<file path="config.mk">
export PLATFORM = sky130hd
export DESIGN_NAME = keypad_scanner
export DESIGN_NICKNAME = d
export VERILOG_FILES = /design/src/rtl/keypad_pkg.sv /design/src/rtl/keypad_col_driver.sv /design/src/rtl/keypad_scanner.sv
export SDC_FILE = /design/constraint.sdc
export NUM_CORES = 1
export LEC_CHECK = 0
export ABC_AREA = 1
export BUFFER_PORTS_ARGS = -buffer_cell sky130_fd_sc_hd__buf_4
export CORE_UTILIZATION = 45
export DETAILED_ROUTE_END_ITERATION = 16
export RECOVER_POWER = 100
export SETUP_SLACK_MARGIN = 0.1
export SLEW_MARGIN = 40
export SYNTH_ARGS = -nofsm -noshare
export SYNTH_HDL_FRONTEND = slang
export SYNTH_SLANG_ARGS = --single-unit
</file>
<file path="constraint.sdc">
create_clock -name clk -period 3.8 [get_ports clk]
set_clock_uncertainty 0.15 [all_clocks]
set_input_delay 0.57 -clock clk [delete_from_list [all_inputs] [get_ports clk]]
set_output_delay 0.57 -clock clk [all_outputs]
set_load 0.1 [all_outputs]
</file>
<file path="src/rtl/keypad_pkg.sv">
// Keypad scanner shared types: FSM states, scan-result codes,
// default matrix geometry and key-code width.
package keypad_pkg;

  typedef enum logic [1:0] {
    S_IDLE     = 2'd0,
    S_DEBOUNCE = 2'd1,
    S_PRESSED  = 2'd2,
    S_RELEASE  = 2'd3
  } kp_state_e;

  // Values equal the saturated key count of one scan.
  typedef enum logic [1:0] {
    SCAN_NONE   = 2'd0,
    SCAN_SINGLE = 2'd1,
    SCAN_MULTI  = 2'd2
  } scan_res_e;

  localparam int KP_ROWS = 4;
  localparam int KP_COLS = 4;
  localparam int KEY_W   = $clog2(KP_ROWS * KP_COLS);

  function automatic logic [1:0] sat_add2(
    input logic [1:0] a,
    input logic [1:0] b
  );
    logic [2:0] s;
    s = {1'b0, a} + {1'b0, b};
    return (s >= 3'd2) ? 2'd2 : s[1:0];
  endfunction

endpackage

</file>
<file path="src/rtl/keypad_col_driver.sv">
// Column walker: holds each column low for SCAN_DIV cycles and
// flags the row-sample slot and the end of a full scan.
module keypad_col_driver #(
  parameter int COLS     = 4,
  parameter int SCAN_DIV = 50000,
  localparam int IW      = (COLS > 1) ? $clog2(COLS) : 1
) (
  input  logic          clk,
  input  logic          rst,
  output logic [COLS-1:0] col_n,
  output logic [IW-1:0] col_idx,
  output logic          sample,
  output logic          scan_done
);

  localparam int CW = $clog2(SCAN_DIV);

  logic [CW-1:0] slot_cnt;

  assign sample    = (slot_cnt == CW'(SCAN_DIV - 1));
  assign scan_done = sample && (col_idx == IW'(COLS - 1));
  assign col_n     = ~(COLS'(1) << col_idx);

  always_ff @(posedge clk) begin
    if (rst) begin
      slot_cnt <= '0;
      col_idx  <= '0;
    end else if (sample) begin
      slot_cnt <= '0;
      col_idx  <= scan_done ? '0 : col_idx + IW'(1);
    end else begin
      slot_cnt <= slot_cnt + CW'(1);
    end
  end

endmodule

</file>
<file path="src/rtl/keypad_scanner.sv">
// Matrix keypad scanner: synchronizes rows, tallies each full scan
// and debounces press/release over whole-scan agreement.
module keypad_scanner
  import keypad_pkg::*;
#(
  parameter int ROWS     = KP_ROWS,
  parameter int COLS     = KP_COLS,
  parameter int SCAN_DIV = 50000,
  parameter int DB_SCANS = 4,
  localparam int KW      = $clog2(ROWS * COLS)
) (
  input  logic            clk,
  input  logic            rst,
  input  logic [ROWS-1:0] row_n,
  output logic [COLS-1:0] col_n,
  output logic [KW-1:0]   key_code,
  output logic            key_valid,
  output logic            key_down
);

  localparam int IW = (COLS > 1) ? $clog2(COLS) : 1;
  localparam int RW = (ROWS > 1) ? $clog2(ROWS) : 1;
  localparam int DW = $clog2(DB_SCANS + 1);

  logic [IW-1:0]   col_idx;
  logic            sample;
  logic            scan_done;
  logic [ROWS-1:0] row_s1;
  logic [ROWS-1:0] row_s2;

  keypad_col_driver #(
    .COLS     (COLS),
    .SCAN_DIV (SCAN_DIV)
  ) u_col (
    .clk       (clk),
    .rst       (rst),
    .col_n     (col_n),
    .col_idx   (col_idx),
    .sample    (sample),
    .scan_done (scan_done)
  );

  always_ff @(posedge clk) begin
    if (rst) begin
      row_s1 <= '1;
      row_s2 <= '1;
    end else begin
      row_s1 <= row_n;
      row_s2 <= row_s1;
    end
  end

  logic [1:0]    col_hits;
  logic [RW-1:0] col_row;
  logic [KW-1:0] cur_code;
  logic [1:0]    nkeys;
  logic [KW-1:0] cand;
  logic [1:0]    tot;
  logic [KW-1:0] scan_cand;
  scan_res_e     res;

  always_comb begin
    col_hits = 2'd0;
    col_row  = '0;
    for (int r = 0; r < ROWS; r++) begin
      if (!row_s2[r]) begin
        col_hits = sat_add2(col_hits, 2'd1);
        col_row  = RW'(r);
      end
    end
  end

  assign cur_code  = KW'(int'(col_row) * COLS + int'(col_idx));
  assign tot       = sat_add2(nkeys, col_hits);
  assign scan_cand = (col_hits != 2'd0) ? cur_code : cand;
  assign res       = scan_res_e'(tot);

  always_ff @(posedge clk) begin
    if (rst || (sample && scan_done)) begin
      nkeys <= '0;
      cand  <= '0;
    end else if (sample) begin
      nkeys <= tot;
      cand  <= scan_cand;
    end
  end

  kp_state_e     state, state_n;
  logic [DW-1:0] dbcnt, dbcnt_n;
  logic [KW-1:0] hold, hold_n;
  logic          fire;

  always_ff @(posedge clk) begin
    if (rst) begin
      state     <= S_IDLE;
      dbcnt     <= '0;
      hold      <= '0;
      key_code  <= '0;
      key_valid <= 1'b0;
    end else begin
      state     <= state_n;
      dbcnt     <= dbcnt_n;
      hold      <= hold_n;
      key_valid <= fire;
      if (fire) key_code <= hold_n;
    end
  end

  always_comb begin
    state_n = state;
    dbcnt_n = dbcnt;
    hold_n  = hold;
    fire    = 1'b0;
    if (scan_done) begin
      case (state)
        S_IDLE: begin
          if (res == SCAN_SINGLE) begin
            hold_n = scan_cand;
            if (DB_SCANS <= 1) begin
              state_n = S_PRESSED;
              dbcnt_n = '0;
              fire    = 1'b1;
            end else begin
              state_n = S_DEBOUNCE;
              dbcnt_n = DW'(1);
            end
          end
        end
        S_DEBOUNCE: begin
          if (res == SCAN_SINGLE && scan_cand == hold) begin
            if (dbcnt == DW'(DB_SCANS - 1)) begin
              state_n = S_PRESSED;
              dbcnt_n = '0;
              fire    = 1'b1;
            end else begin
              dbcnt_n = dbcnt + DW'(1);
            end
          end else begin
            state_n = S_IDLE;
            dbcnt_n = '0;
          end
        end
        S_PRESSED: begin
          // Ghost/multi-key patterns while held are ignored.
          if (res == SCAN_NONE) begin
            if (DB_SCANS <= 1) begin
              state_n = S_IDLE;
              dbcnt_n = '0;
            end else begin
              state_n = S_RELEASE;
              dbcnt_n = DW'(1);
            end
          end
        end
        S_RELEASE: begin
          if (res == SCAN_NONE) begin
            if (dbcnt == DW'(DB_SCANS - 1)) begin
              state_n = S_IDLE;
              dbcnt_n = '0;
            end else begin
              dbcnt_n = dbcnt + DW'(1);
            end
          end else begin
            state_n = S_PRESSED;
            dbcnt_n = '0;
          end
        end
        default: begin
          state_n = S_IDLE;
          dbcnt_n = '0;
        end
      endcase
    end
  end

  always_comb begin
    key_down = (state == S_PRESSED) || (state == S_RELEASE);
  end

endmodule

</file>
## Word level (Yosys, flattened, before mapping)

Index checks and enable logic that the tools add are counted.
W data, S select, Z words.

- Flip-flop bits (word level): 46
- Output and inout port bits: 10
- Logic and storage cells: 81

- Add/sub/neg operators: 8
- Magnitude comparators: 4
- Eq/ne operators: 12
- Shift-type cells: 1
- Mux-type cells: 33
- Bitwise logic cells: 1
- Reductions and logical operators: 11

Operators by type and width:

| cell | count |
|---|---|
| $mux W2 | 16 |
| $add A16 B1 Y16 const B | 1 |
| $eq A16 B16 Y1 const B | 1 |
| $mux W4 | 4 |
| $mux W3 | 5 |
| $ge A3 B2 Y1 const B | 4 |
| $pmux W3 S4 | 1 |
| $add A2 B1 Y3 const B | 3 |
| $pmux W2 S4 | 1 |
| $eq A2 B2 Y1 const B | 3 |
| $mux W1 | 6 |
| $ne A3 B3 Y1 const B | 2 |
| $reduce_and A5 Y1 | 1 |
| $add A4 B2 Y4 | 1 |
| $eq A2 B1 Y1 const B | 2 |
| $eq A4 B4 Y1 | 1 |
| $logic_not A2 Y1 | 2 |
| $ne A2 B2 Y1 const B | 2 |
| $not A4 Y4 | 1 |
| $shl A1 B2 Y4 const A | 1 |
| $add A2 B2 Y3 | 1 |
| $add A3 B1 Y3 const B | 1 |
| $eq A3 B2 Y1 const B | 1 |
| $logic_and A1 B1 Y1 | 3 |
| 5 further kinds | 6 |

## Depth between registers and ports, before layout

- Word-level depth: 21
- Mapped depth: 24
- Mapped depth without buffers: 24

## By module

A second synthesis with hierarchy kept.

- Cells, all modules: 352
- Area, all modules: 2514.9 µm²

By module, submodules not included:

| module | times used | cells each | area an instance (µm²) | sequential area each (µm²) |
|---|---|---|---|---|
| keypad_scanner | 1 | 202 | 1458.9 | 560.5 |
| keypad_col_driver | 1 | 150 | 1056.0 | 360.3 |

## Worst setup path after synthesis

No wires, ideal clock.

- Path kind: register to register
- From: register row_s2[0]
- To: register key_code[0]
- Setup time: 117 ps
- Data arrival time: 2786 ps
- Required time: 3533 ps
- Slack: 747 ps
- Stages on the path, launching flop included: 24
- Period minus slack after synthesis: 3053 ps
- Cells stage by stage: dfxtp_1 inv_1 ha_1 nand2_1 inv_2 nor2_8 inv_1 o21ai_0 o21ai_0 inv_1 ha_1 inv_1 fa_1 nand2_1 nor2_1 inv_1 nor3_1 nand2_1 nor2_4 nand3_4 nor3_4 nand2_1 nand2_1 nor2_1

- Word-level cells in the longest chain between the ends: 21

Ends and longest elaborated chain:

| item | line | RTL |
|---|---|---|
| start, declared | keypad_scanner.sv:29 | `logic [ROWS-1:0] row_s2;` |
| start signal, assigned | keypad_scanner.sv:49 | `row_s2 <= row_s1;` |
| $mux W1 (*) | keypad_scanner.sv:66 | `if (!row_s2[r]) begin` |
| $add A2 B1 Y3 | keypad_pkg.sv:28 | `s = {1'b0, a} + {1'b0, b};` |
| $ge A3 B2 Y1 | keypad_pkg.sv:29 | `return (s >= 3'd2) ? 2'd2 : s[1:0];` |
| $mux W2 | keypad_pkg.sv:29 |  |
| $mux W2 (*) | keypad_scanner.sv:66 |  |
| $add A2 B1 Y3 | keypad_pkg.sv:28 |  |
| $ge A3 B2 Y1 | keypad_pkg.sv:29 |  |
| $mux W2 | keypad_pkg.sv:29 |  |
| (+5 left out) | - |  |
| $add A2 B2 Y3 | keypad_pkg.sv:28 |  |
| $ge A3 B2 Y1 | keypad_pkg.sv:29 |  |
| $mux W2 | keypad_pkg.sv:29 |  |
| $eq A2 B1 Y1 | keypad_scanner.sv:117, keypad_scanner.sv:130 |  |
| $logic_and A1 B1 Y1 | keypad_scanner.sv:130 | `if (res == SCAN_SINGLE && scan_cand == hold) begin` |
| $mux W1 | keypad_scanner.sv:130 |  |
| $mux W1 | keypad_scanner.sv:115 | `case (state)` |
| $mux W1 | keypad_scanner.sv:114 | `if (scan_done) begin` |
| end signal, assigned | keypad_scanner.sv:105 | `if (fire) key_code <= hold_n;` |
| end, declared | keypad_scanner.sv:16 | `output logic [KW-1:0] key_code,` |

Every way passes the cells marked *; elsewhere a longest branch is shown, timed or not.
A chain may end at the register's enable or synchronous reset.

## Worst setup path after layout

- From: register row_s2[1]
- To: register dbcnt[0]

- Word-level cells in the longest chain between the ends: 16

Ends and longest elaborated chain:

| item | line | RTL |
|---|---|---|
| $mux W2 | keypad_scanner.sv:66 |  |
| $add A2 B1 Y3 | keypad_pkg.sv:28 |  |
| $ge A3 B2 Y1 | keypad_pkg.sv:29 |  |
| $mux W2 | keypad_pkg.sv:29 |  |
| $mux W2 | keypad_scanner.sv:66 |  |
| $add A2 B1 Y3 | keypad_pkg.sv:28 |  |
| $ge A3 B2 Y1 | keypad_pkg.sv:29 |  |
| $mux W2 | keypad_pkg.sv:29 |  |
| $mux W2 | keypad_scanner.sv:66 |  |
| $add A2 B2 Y3 | keypad_pkg.sv:28 |  |
| $ge A3 B2 Y1 | keypad_pkg.sv:29 |  |
| $mux W2 | keypad_pkg.sv:29 |  |
| $eq A2 B1 Y1 | keypad_scanner.sv:117, keypad_scanner.sv:130 |  |
| $logic_and A1 B1 Y1 | keypad_scanner.sv:130 |  |
| $mux W3 | keypad_scanner.sv:130 |  |
| $pmux W3 S4 | keypad_scanner.sv:115 |  |
| end signal, assigned | keypad_scanner.sv:102 | `dbcnt <= dbcnt_n;` |
| end, declared | keypad_scanner.sv:89 | `logic [DW-1:0] dbcnt, dbcnt_n;` |

Several ways; a longest one is shown, not always the timed one.

==> results.json <==
{
  "status": "finished, final reports clean",
  "first_iter_violations": 87,
  "synth_top_area_frac": 0.396,
  "cpPeakStageDelay_ns": 0.50,
  "routedWlPerCell_microns": 10.9,
  "wl_met1_microns": 2150,
  "maxSlewHeadroom": 0.217,
  "tns_ns": 0,
  "htreeDepth": 2,
  "yosys_warnings": 0,
  "hold_buffers": 0,
  "syn_nets": 326,
  "die_h_microns": 73.9,
  "avgSynthCellArea_sq_um": 7.52,
  "path_cells": "inv_1, ha_1, nand2_1, inv_2, nor2_8, inv_1, o21ai_1, o21ai_0, inv_1, ha_1, inv_1, fa_1, nand2_1, nor2_1, inv_1, nor3_2, nand2_1, nor2_1, nand3_4, nand2_1, nand2_4, or2_0, a21oi_1",
  "grt.total_usage": 0.185,
  "layout_commonest_cell": "nand2_1",
  "dr_wl_met2_microns": 1970,
  "synth.mux.area_fraction": 0,
  "syn_area_sq_mm": 0.00232,
  "area_delta_synth_final_pct": 11.1,
  "synth_seq_cells": 46,
  "period_needed_ns": 3.31,
  "ys.flop_type": "dfxtp_1",
  "yosys.area_share.simple": 0.350,
  "hold_viol": 0,
  "synth_edf_count": 0,
  "wl_met3_microns": 113,
  "dieWidth_microns": 73.9,
  "final_nets": 344,
  "clock_path_buffers": 2,
  "nFillCells": 475,
  "p_leak_nw": 1.09,
  "crit_type": "reg -> reg",
  "placed_area_sq_mm": 0.00250,
  "port-buffer-count": 15,
  "dr.max_layer_used": "met4",
  "dp_hpwl_microns": 3260,
  "synth_top_family_by_area": "simple AND/OR/NAND/NOR gates",
  "antenna_left": 0,
  "ys_async_sr_fraction": 0,
  "io_pins": 16,
  "grt_pass1_wl_microns": 7620,
  "maxCapViolations": 0,
  "start_kind": "register",
  "synth_cells": 309,
  "rsz0062_at_grt": "no",
  "crit_arrival_ns": 3.39,
  "cp_common_cell": "inv_1",
  "gr-total-overflow": 0,
  "multiInputGateArea_sq_mm": 0.00118,
  "firstDrtPassIters": 4,
  "start_util": 0.479,
  "rows": 25,
  "fin_crit_sh": 0.871,
  "routed-via-count": 1879,
  "clk_latency_ns": 0.29,
  "antenna-diode-count": 0,
  "p_total_w": 0.000994,
  "drc": 0,
  "synth_compound_area_frac": 0.0840,
  "synth_xor_area_frac": 0.0226,
  "ir_worst_vdd_uv": 213,
  "worst_setup_hold_path_clk_slew_ns": 0.08,
  "synthAdderAreaFrac": 0.0624,
  "critPathCaptureType": "register",
  "tightest_slew_ns": 1.18,
  "vias_per_cell": 4.76,
  "critPathTopFamily": "simple AND/OR/NAND/NOR gates",
  "ys_top_cells_by_area": "dfxtp_1 40%, nand2_1 9.0%, inv_1 7.3%",
  "ys_types": 37,
  "hp-class": "reg -> reg",
  "cts_buffers": 5,
  "slowest_stage": "fa_1",
  "coreArea_sq_mm": 0.00485,
  "worstPathMaxFanout": 7,
  "antenna_found_initial": 0,
  "ys_seq_area_frac": 0.396,
  "yosys.area.top_type": "dfxtp_1",
  "critPathBufInv": 6,
  "slew_viol_final": 0,
  "power.density_mw_per_mm2": 385,
  "final_area_sq_mm": 0.00258,
  "cts_tree": "yes",
  "fmax_mhz": 302,
  "drive_above_1_share": 0.134,
  "final_cell_mix": "57 x nand2_1, 45 x inv_1, 45 x dfxtp_1, 38 x nor2_1, 18 x a21oi_1",
  "cts_sinks": 46,
  "grt_max_degree": 17,
  "die-area_sq_mm": 0.00546,
  "routed_wl_microns": 4310,
  "setup_viol": 0,
  "root_buffer": "clkbuf_8",
  "place_congestion": 0.770,
  "regArea_sq_um": 922,
  "crit_required_ns": 3.88,
  "grt_pass1_vias": 1758
}
[layer usage]
layer	up-vias	track usage
met2	19	0.303
li1	1014	-
met5	-	0
met3	6	0.0357
met4	0	0.0705
met1	840	0.241
[kinds of logic (layout without fill, tap and decap cells)]
family	count (synthesis)	after routing
buffers and inverters	52	71
XOR/XNOR	6	6
AND/OR/NAND/NOR	158	158
adder cells (fa/ha/maj)	11	11
flip-flops	46	46
AO/OA/AOI/OAI	36	36
[cell usage after synthesis (7+ instances only)]
| cell type | n |
|---|---|
| a21oi_1 | 18 |
| ha_1 | 10 |
| nand2_1 | 56 |
| nor2_1 | 36 |
| nand3_1 | 13 |
| inv_1 | 45 |
| o21ai_0 | 8 |
| or2_2 | 12 |
| nand4_1 | 7 |
| dfxtp_1 | 46 |
| nor3_1 | 7 |
[registers in the layout, summed over array words and instances (netlist names)]
| signal | cells |
|---|---|
| dbcnt | 3 |
| key_valid | 1 |
| row_s1 | 4 |
| nkeys | 2 |
| cand | 4 |
| u_col.col_idx | 2 |
| key_code | 4 |
| row_s2 | 4 |
| hold | 4 |
| state | 2 |
| u_col.slot_cnt | 16 |
[layout make-up]
cell class                 count  area share
clock buffer                   6      0.0320
clock inverter                 2      0.0232
inverter                      48      0.0697
multi-input combinational    211       0.458
tap                           67      0.0324
sequential                    46       0.357
timing repair buffer          15      0.0276
[stage by stage]
step | hold WS [ns] | utilization | std cells | setup slack, ns
floorplan | 0.239 | - | 309 | 0.747
detailed placement | 0.244 | 0.516 | 387 | 0.494
global route | 0.282 | 0.533 | 395 | 0.0798
finish | 0.263 | 0.533 | 395 | 0.490
CTS | 0.265 | 0.546 | 395 | 0.465
global placement | 0.241 | 0.516 | 387 | 0.544
[worst register-to-register path, cell delays in order, from the launching register on]
cell and delay (ns):
dfxtp_1 0.36, inv_1 0.07, ha_1 0.17, nand2_1 0.07, inv_2 0.06, nor2_8 0.13
inv_1 0.07, o21ai_1 0.10, o21ai_0 0.09, inv_1 0.07, ha_1 0.13, inv_1 0.04
fa_1 0.50, nand2_1 0.07, nor2_1 0.09, inv_1 0.08, nor3_2 0.10, nand2_1 0.06
nor2_1 0.17, nand3_4 0.12, nand2_1 0.16, nand2_4 0.08, or2_0 0.20, a21oi_1 0.12
[where the power goes]
| part | internal (W) | total, W | switching (W) |
|---|---|---|---|
| Combinational | 0.0000216 | 0.0000612 | 0.0000396 |
| Sequential | 0.000488 | 0.000493 | 0.00000440 |
| Clock | 0.000280 | 0.000441 | 0.000160 |
[path summary, 6_finish.rpt]
| path | from | end | slack (ns) | depth (start not counted) |
|---|---|---|---|---|
| setup / recovery | row_s2[1]$_SDFF_PP1_ | dbcnt[0]$_SDFFE_PP0P_ | 0.49 | 23 |
| hold / removal | row_s1[1]$_SDFF_PP1_ | row_s2[1]$_SDFF_PP1_ | 0.26 | 1 |
| setup reg to reg | row_s2[1]$_SDFF_PP1_ | dbcnt[0]$_SDFFE_PP0P_ | 0.49 | 23 |
| hold reg to reg | row_s1[1]$_SDFF_PP1_ | row_s2[1]$_SDFF_PP1_ | 0.26 | 1 |
[timing repair]
item / 4_1_cts / 5_1_grt
gates resized for setup: 0 / 4
endpoints found under the setup margin: 0 / 4
setup buffers: 0 / 0
No activity file was read; power rests on OpenSTA's default activity.
